**src/rtl/ieee_conv_pkg.sv**
```systemverilog
// Shared definitions for the binary <-> IEEE-style converters: widths, bias,
// FSM state encoding and the round-to-nearest-even decision helper.
package ieee_conv_pkg;

  localparam int INT_W_DEFAULT  = 8;
  localparam int FRAC_W_DEFAULT = 8;
  localparam int MAN_W_DEFAULT  = 8;
  localparam int EXP_W_DEFAULT  = 8;
  localparam int BIAS_DEFAULT   = 127;

  typedef enum logic [2:0] {
    IDLE = 3'd0,
    LOAD = 3'd1,
    SHR  = 3'd2,
    SHL  = 3'd3,
    DONE = 3'd4
  } state_t;

  // Round-to-nearest-even: round up when past half-way, or exactly half-way
  // with an odd LSB.
  function automatic logic rne_round_up(input logic lsb, input logic guard, input logic sticky);
    return guard & (sticky | lsb);
  endfunction

endpackage

```
**src/rtl/ieee_round.sv**
```systemverilog
// Combinational round-to-nearest-even of a normalised mantissa.
// A carry out of the mantissa wraps it to zero and bumps the exponent
// (the hidden bit moves up one position).
module ieee_round
  import ieee_conv_pkg::*;
#(
  parameter int MAN_W = MAN_W_DEFAULT,
  parameter int EXP_W = EXP_W_DEFAULT
) (
  input  logic [MAN_W-1:0] man_in,
  input  logic             guard,
  input  logic             sticky,
  input  logic [EXP_W-1:0] exp_in,
  output logic [MAN_W-1:0] man_out,
  output logic [EXP_W-1:0] exp_out
);

  localparam logic [MAN_W:0]   MAN_ZERO_EXT = {(MAN_W+1){1'b0}};
  localparam logic [EXP_W-1:0] EXP_ONE      = EXP_W'(1);

  logic           round_up_s;
  logic [MAN_W:0] man_sum_s;

  // Apply the rounding increment and handle the mantissa carry-out
  always_comb begin
    round_up_s = rne_round_up(man_in[0], guard, sticky);
    man_sum_s  = {1'b0, man_in} + {MAN_ZERO_EXT[MAN_W:1], round_up_s};
    if (man_sum_s[MAN_W]) begin
      man_out = {MAN_W{1'b0}};
      exp_out = exp_in + EXP_ONE;
    end else begin
      man_out = man_sum_s[MAN_W-1:0];
      exp_out = exp_in;
    end
  end

endmodule

```
**src/rtl/bin_to_ieee.sv**
```systemverilog
// Unsigned fixed-point {decimal_portion.fraction_portion} to biased exponent +
// hidden-bit mantissa. Normalises one shift per clock under a small FSM.
// Optional feature macro: ROUND_NEAREST_EN (round-to-nearest-even on the
// right-shift path); when undefined the mantissa is truncated.
module bin_to_ieee
  import ieee_conv_pkg::*;
#(
  parameter int INT_W  = INT_W_DEFAULT,
  parameter int FRAC_W = FRAC_W_DEFAULT,
  parameter int MAN_W  = MAN_W_DEFAULT,
  parameter int EXP_W  = EXP_W_DEFAULT,
  parameter int BIAS   = BIAS_DEFAULT
) (
  input  logic              clk,
  input  logic              rst,
  input  logic              start,
  input  logic [INT_W-1:0]  decimal_portion,
  input  logic [FRAC_W-1:0] fraction_portion,
  output logic [MAN_W-1:0]  mantissa,
  output logic [EXP_W-1:0]  exponent,
  output logic              zero,
  output logic              busy,
  output logic              done
);

  localparam int V_W = INT_W + FRAC_W;
  localparam logic [INT_W-1:0] DEC_ONE  = INT_W'(1);
  localparam logic [EXP_W:0]   E_ONE    = (EXP_W+1)'(1);
  localparam logic [EXP_W:0]   E_BIAS   = (EXP_W+1)'(BIAS);
  localparam logic [V_W-1:0]   V_ZERO   = {V_W{1'b0}};

  state_t           state_r, state_nxt;
  logic [V_W-1:0]   v_r, v_nxt;
  logic [EXP_W:0]   e_r, e_nxt;
  logic [INT_W-1:0] dec_s, dec_nxt_s;
  logic             res_zero_s;
  logic [MAN_W-1:0] res_man_s;
  logic [EXP_W-1:0] res_exp_s;

  logic [MAN_W-1:0] mantissa_r;
  logic [EXP_W-1:0] exponent_r;
  logic             zero_r, busy_r, done_r;

  assign dec_s     = v_r[V_W-1:FRAC_W];
  assign dec_nxt_s = v_nxt[V_W-1:FRAC_W];

  // Next-state and datapath update: capture, classify, then shift until the
  // leading 1 sits just above the binary point
  always_comb begin
    state_nxt  = state_r;
    v_nxt      = v_r;
    e_nxt      = e_r;
    res_zero_s = 1'b0;
    case (state_r)
      IDLE: begin
        if (start) begin
          state_nxt = LOAD;
          v_nxt     = {decimal_portion, fraction_portion};
          e_nxt     = E_BIAS;
        end else begin
          state_nxt = IDLE;
        end
      end
      LOAD: begin
        if (v_r == V_ZERO) begin
          state_nxt  = DONE;
          e_nxt      = {(EXP_W+1){1'b0}};
          res_zero_s = 1'b1;
        end else if (dec_s == DEC_ONE) begin
          state_nxt = DONE;
        end else if (dec_s > DEC_ONE) begin
          state_nxt = SHR;
        end else begin
          state_nxt = SHL;
        end
      end
      SHR: begin
        v_nxt = v_r >> 1;
        e_nxt = e_r + E_ONE;
        if (dec_nxt_s == DEC_ONE) begin
          state_nxt = DONE;
        end else begin
          state_nxt = SHR;
        end
      end
      SHL: begin
        v_nxt = v_r << 1;
        e_nxt = e_r - E_ONE;
        if (v_nxt[FRAC_W]) begin
          state_nxt = DONE;
        end else begin
          state_nxt = SHL;
        end
      end
      DONE: begin
        state_nxt = IDLE;
      end
      default: begin
        state_nxt = IDLE;
      end
    endcase
  end

  // State and working-value registers
  always_ff @(posedge clk) begin
    if (rst) begin
      state_r <= IDLE;
      v_r     <= V_ZERO;
      e_r     <= {(EXP_W+1){1'b0}};
    end else begin
      state_r <= state_nxt;
      v_r     <= v_nxt;
      e_r     <= e_nxt;
    end
  end

`ifdef ROUND_NEAREST_EN
  logic guard_r, guard_nxt, sticky_r, sticky_nxt;

  // Guard is the most recent bit shifted out; sticky ORs all earlier ones.
  // Both are cleared on capture and only change while right-shifting.
  always_comb begin
    guard_nxt  = guard_r;
    sticky_nxt = sticky_r;
    case (state_r)
      IDLE: begin
        if (start) begin
          guard_nxt  = 1'b0;
          sticky_nxt = 1'b0;
        end else begin
          guard_nxt  = guard_r;
          sticky_nxt = sticky_r;
        end
      end
      SHR: begin
        guard_nxt  = v_r[0];
        sticky_nxt = sticky_r | guard_r;
      end
      default: begin
        guard_nxt  = guard_r;
        sticky_nxt = sticky_r;
      end
    endcase
  end

  // Guard/sticky registers
  always_ff @(posedge clk) begin
    if (rst) begin
      guard_r  <= 1'b0;
      sticky_r <= 1'b0;
    end else begin
      guard_r  <= guard_nxt;
      sticky_r <= sticky_nxt;
    end
  end

  ieee_round #(
    .MAN_W (MAN_W),
    .EXP_W (EXP_W)
  ) u_round (
    .man_in  (v_nxt[FRAC_W-1 -: MAN_W]),
    .guard   (guard_nxt),
    .sticky  (sticky_nxt),
    .exp_in  (e_nxt[EXP_W-1:0]),
    .man_out (res_man_s),
    .exp_out (res_exp_s)
  );
`else
  assign res_man_s = v_nxt[FRAC_W-1 -: MAN_W];
  assign res_exp_s = e_nxt[EXP_W-1:0];
`endif

  // Registered outputs: the result is latched on entry to DONE so it is valid
  // in the same cycle as the done pulse, and held until the next result
  always_ff @(posedge clk) begin
    if (rst) begin
      mantissa_r <= {MAN_W{1'b0}};
      exponent_r <= {EXP_W{1'b0}};
      zero_r     <= 1'b0;
      busy_r     <= 1'b0;
      done_r     <= 1'b0;
    end else begin
      busy_r <= (state_nxt != IDLE);
      done_r <= (state_nxt == DONE);
      if (state_nxt == DONE) begin
        mantissa_r <= res_man_s;
        exponent_r <= res_exp_s;
        zero_r     <= res_zero_s;
      end else begin
        mantissa_r <= mantissa_r;
        exponent_r <= exponent_r;
        zero_r     <= zero_r;
      end
    end
  end

  assign mantissa = mantissa_r;
  assign exponent = exponent_r;
  assign zero     = zero_r;
  assign busy     = busy_r;
  assign done     = done_r;

endmodule

```
**config.mk**
```make
export PLATFORM = sky130hd
export DESIGN_NAME = bin_to_ieee
export DESIGN_NICKNAME = d
export VERILOG_FILES = /design/src/rtl/ieee_conv_pkg.sv /design/src/rtl/ieee_round.sv /design/src/rtl/bin_to_ieee.sv
export SDC_FILE = /design/constraint.sdc
export NUM_CORES = 1
export LEC_CHECK = 0
export ABC_AREA = 1
export BUFFER_PORTS_ARGS = -buffer_cell sky130_fd_sc_hd__buf_4
export CORE_ASPECT_RATIO = 0.75
export CORE_MARGIN = 3
export CORE_UTILIZATION = 40
export CTS_CLUSTER_SIZE = 20
export DETAILED_ROUTE_END_ITERATION = 8
export GPL_ROUTABILITY_DRIVEN = 0
export MAX_ROUTING_LAYER = met4
export SYNTH_ARGS = -nofsm -noshare
export SYNTH_HDL_FRONTEND = slang
export SYNTH_HIERARCHICAL = 1
export SYNTH_SLANG_ARGS = --single-unit
```
**constraint.sdc**
```tcl
create_clock -name clk -period 3.2 [get_ports clk]
set_clock_uncertainty 0.1 [all_clocks]
set_input_delay 0.64 -clock clk [delete_from_list [all_inputs] [get_ports clk]]
set_output_delay 0.64 -clock clk [all_outputs]
set_load 0.1 [all_outputs]
```
==> reports/results.ini <==
[die]
core_um2 = 5980
pin_count = 38
start_util_pct = 42.6
die_area_um2 = 7360
std_cell_rows = 24
chipHeight_um = 75.1
die-width_um = 98.1

[power]
p_leak_uw = 0.00139
max-vdd-ir-drop_v = 0.000307
p_per_area_nw_per_um2 = 798

[drt]
wl_mm = 6.31
vias = 2489
drt-initial-drc-count = 145
wl_per_cell_um = 12.7
remaining_drc_errors = 0
via_per_inst = 5.03
drtAntennaViolNets = 0
dr.pass1.iters = 4

[global_route]
grt_max_degree = 27
grt_pass1_wl_mm = 10.3
grt_overflow = 0
first_global_vias = 2237
antenna_found_initial = 0
grt_usage_pct = 18.2

[clocking]
clock_sinks = 46
hold_buffers = 0
clk_path_buf_depth = 2
post_cts_buffers = 0
htree_levels = 2
cts_tree = done
cts_resized = 0
insertion_delay_ps = 310
clk_pin_slew_worst_paths_ps = 90
cts_root_buffer = clkbuf_8
cts-buffers-inserted = 5

[sta]
finalSetupTns_ps = 0
slew_violations = 0
tightestPinTransition_ps = 643
slew_headroom_pct = 57.1
hold_viol_final = 0
fmax_mhz = 345
finalSetupViolations = 0
period_share_pct = 90.6
rsz0062_at_grt = false
fin_ws_ps = 300
period_needed_ps = 2900

[cells_and_area]
antenna_cells = 0
finalInstanceArea_um2 = 2980
fillers = 626
drive_gt1_share_pct = 15.1
layout.nets = 442
utilization_pct = 49.9
syn_to_final_growth_pct = 17.3
fin_cells = 495

[synth]
synthCells = 380
synth.avg_cell_area_um2 = 6.69
ys_seq_area_share_pct = 36.2
yosys_register_bits = 46
yosysTopAreaCellShare_pct = 36.2
synth_area_leaders = dfxtp_1, nand2_1, nor2_1
ys_types = 33
ys_warn_count = 6
synth_top_area_cell = dfxtp_1
synth_nets = 406
syn-cell-area_um2 = 2540

[critical_path]
required_ps = 3300
path_class = flop to flop
cp.arrival_ps = 3000
path_max_fanout = 15
worst_setup_path_start_kind = flop
reg2reg_from = state_r[2]$_SDFF_PP0_
end_kind = flop
r2r-end = exponent[4]$_SDFFE_PP0N_
r2r_slack_ps = 300
r2r_cells = 15

[hold_path]
whs_path_depth = 2
min_from = zero$_SDFFE_PP0N_
min_to = zero$_SDFFE_PP0N_
hp-class = flop to flop

[placement]
dp.cells = 487
place_worst_setup_slack_ps = 369
dpl_cell_area_um2 = 2880
dp_hpwl_mm = 4.64
io_buffers = 37

[flow_run]
cap_viol_max_count = 0

[outcome]
status = finished, final reports clean

## synth_stat cells
library cell   n
a21boi_2       1
a21oi_1       22
a221oi_1       8
a22oi_1        2
a31oi_1        2
and2_1         1
buf_2          1
buf_6          3
clkbuf_1       7
clkinv_1       1
dfxtp_1       46
fa_1           1
ha_1           6
inv_1         32
inv_2          4
nand2_1       96
nand2_2        2
nand2_4        1
nand3_1       26
nand3_4        1
nand3b_1       5
nand4_1        8
nor2_1        68
nor2_2         2
nor2_4         3
nor3_1         1
o211ai_1       1
o21a_1         1
o21ai_0       15
o21ai_1        1
o22ai_1        8
or2_2          3
xor2_1         1
## cell usage in the layout (no fill, tap or decap), types with 3 or more instances in the layout
cell type	netlist	layout
nand3_1	26	26
inv_1	32	32
nand4_1	8	8
a21oi_1	22	22
clkbuf_8	0	5
ha_1	6	6
inv_2	4	4
o21ai_0	15	15
nand2_1	96	96
dfxtp_1	46	46
buf_4	0	40
nor2_1	68	68
nand3b_1	5	5
or2_2	3	3
o22ai_1	8	8
nor2_4	3	3
a221oi_1	8	8
## per-stage QoR
stage                     hold slack (ps)  total power, uW
final                                 386             2380
after global routing                  402             2540
after CTS                             389             2380
after detailed placement              377             1950
after global placement                370             1950
after floorplan                       377             1700
## metal layers
| metal | part of all wire, % | routed length (um) | global-route usage (%) | vias to the layer above |
|---|---|---|---|---|
| met5 | 0 | 0 | - | - |
| met3 | 5.0 | 317 | 3.70 | 6 |
| li1 | - | - | - | 1321 |
| met2 | 44 | 2760 | 29.2 | 62 |
| met1 | 50 | 3160 | 23.2 | 1100 |
| met4 | 1.1 | 70 | 5.84 | 0 |
## worst max-delay path: stages (launching register included)
cell and delay [ps]:
dfxtp_1 380, inv_2 180, nand2_4 110, nor2_4 360, clkinv_1 370, fa_1 450, inv_1 110, nand3_1 70
nand2_1 90, nand2_1 50, nand2_1 50, o21ai_0 70, a22oi_1 210, nand2_1 80, nand2_1 70, nor2_1 40
## registers in the layout, summed over array words and instances, names as in the netlist
name and count:
busy 1, done 1, e_r 8, exponent 8, mantissa 8, state_r 3, v_r 16, zero 1
## worst max-delay path by stage
stage,start,end,slack [ps]
floorplan,state_r[2]$_SDFF_PP0_,exponent[4]$_SDFFE_PP0N_,800
global placement,state_r[2]$_SDFF_PP0_,exponent[4]$_SDFFE_PP0N_,410
detailed placement,state_r[2]$_SDFF_PP0_,exponent[4]$_SDFFE_PP0N_,370
CTS,state_r[2]$_SDFF_PP0_,exponent[4]$_SDFFE_PP0N_,350
global route,state_r[2]$_SDFF_PP0_,exponent[4]$_SDFFE_PP0N_,4
finish,state_r[2]$_SDFF_PP0_,exponent[4]$_SDFFE_PP0N_,300
## report_power, final
part / internal [uW] / switching, uW / leakage (uW)
sequential: 690 / 93.2 / 0.000376
clock: 234 / 205 / 0.0000524
combinational: 319 / 838 / 0.000966
total: 1240 / 1140 / 0.00139
## layout make-up
cell class                      instances  area (um2)  area share [%]
Clock inverter                          1        30.0            1.01
Multi-Input combinational cell        286        1420            47.6
Timing Repair Buffer                   40         300            10.1
Clock buffer                            7        76.3            2.56
Inverter                               37         139            4.66
Sequential cell                        46         921            30.9
Tap cell                               78        97.6            3.27
## cells by family (layout without fill, tap and decap cells)
logic type | count (synthesis) | in the layout | synth area share, %
buf+inv | 48 | 85 | 8.02
compound gates | 61 | 61 | 14.3
simple gates | 217 | 217 | 37.4
flops | 46 | 46 | 36.2
fa+ha+maj | 7 | 7 | 3.74
xor+xnor | 1 | 1 | 0.344
(Power assumes the default switching activity.)
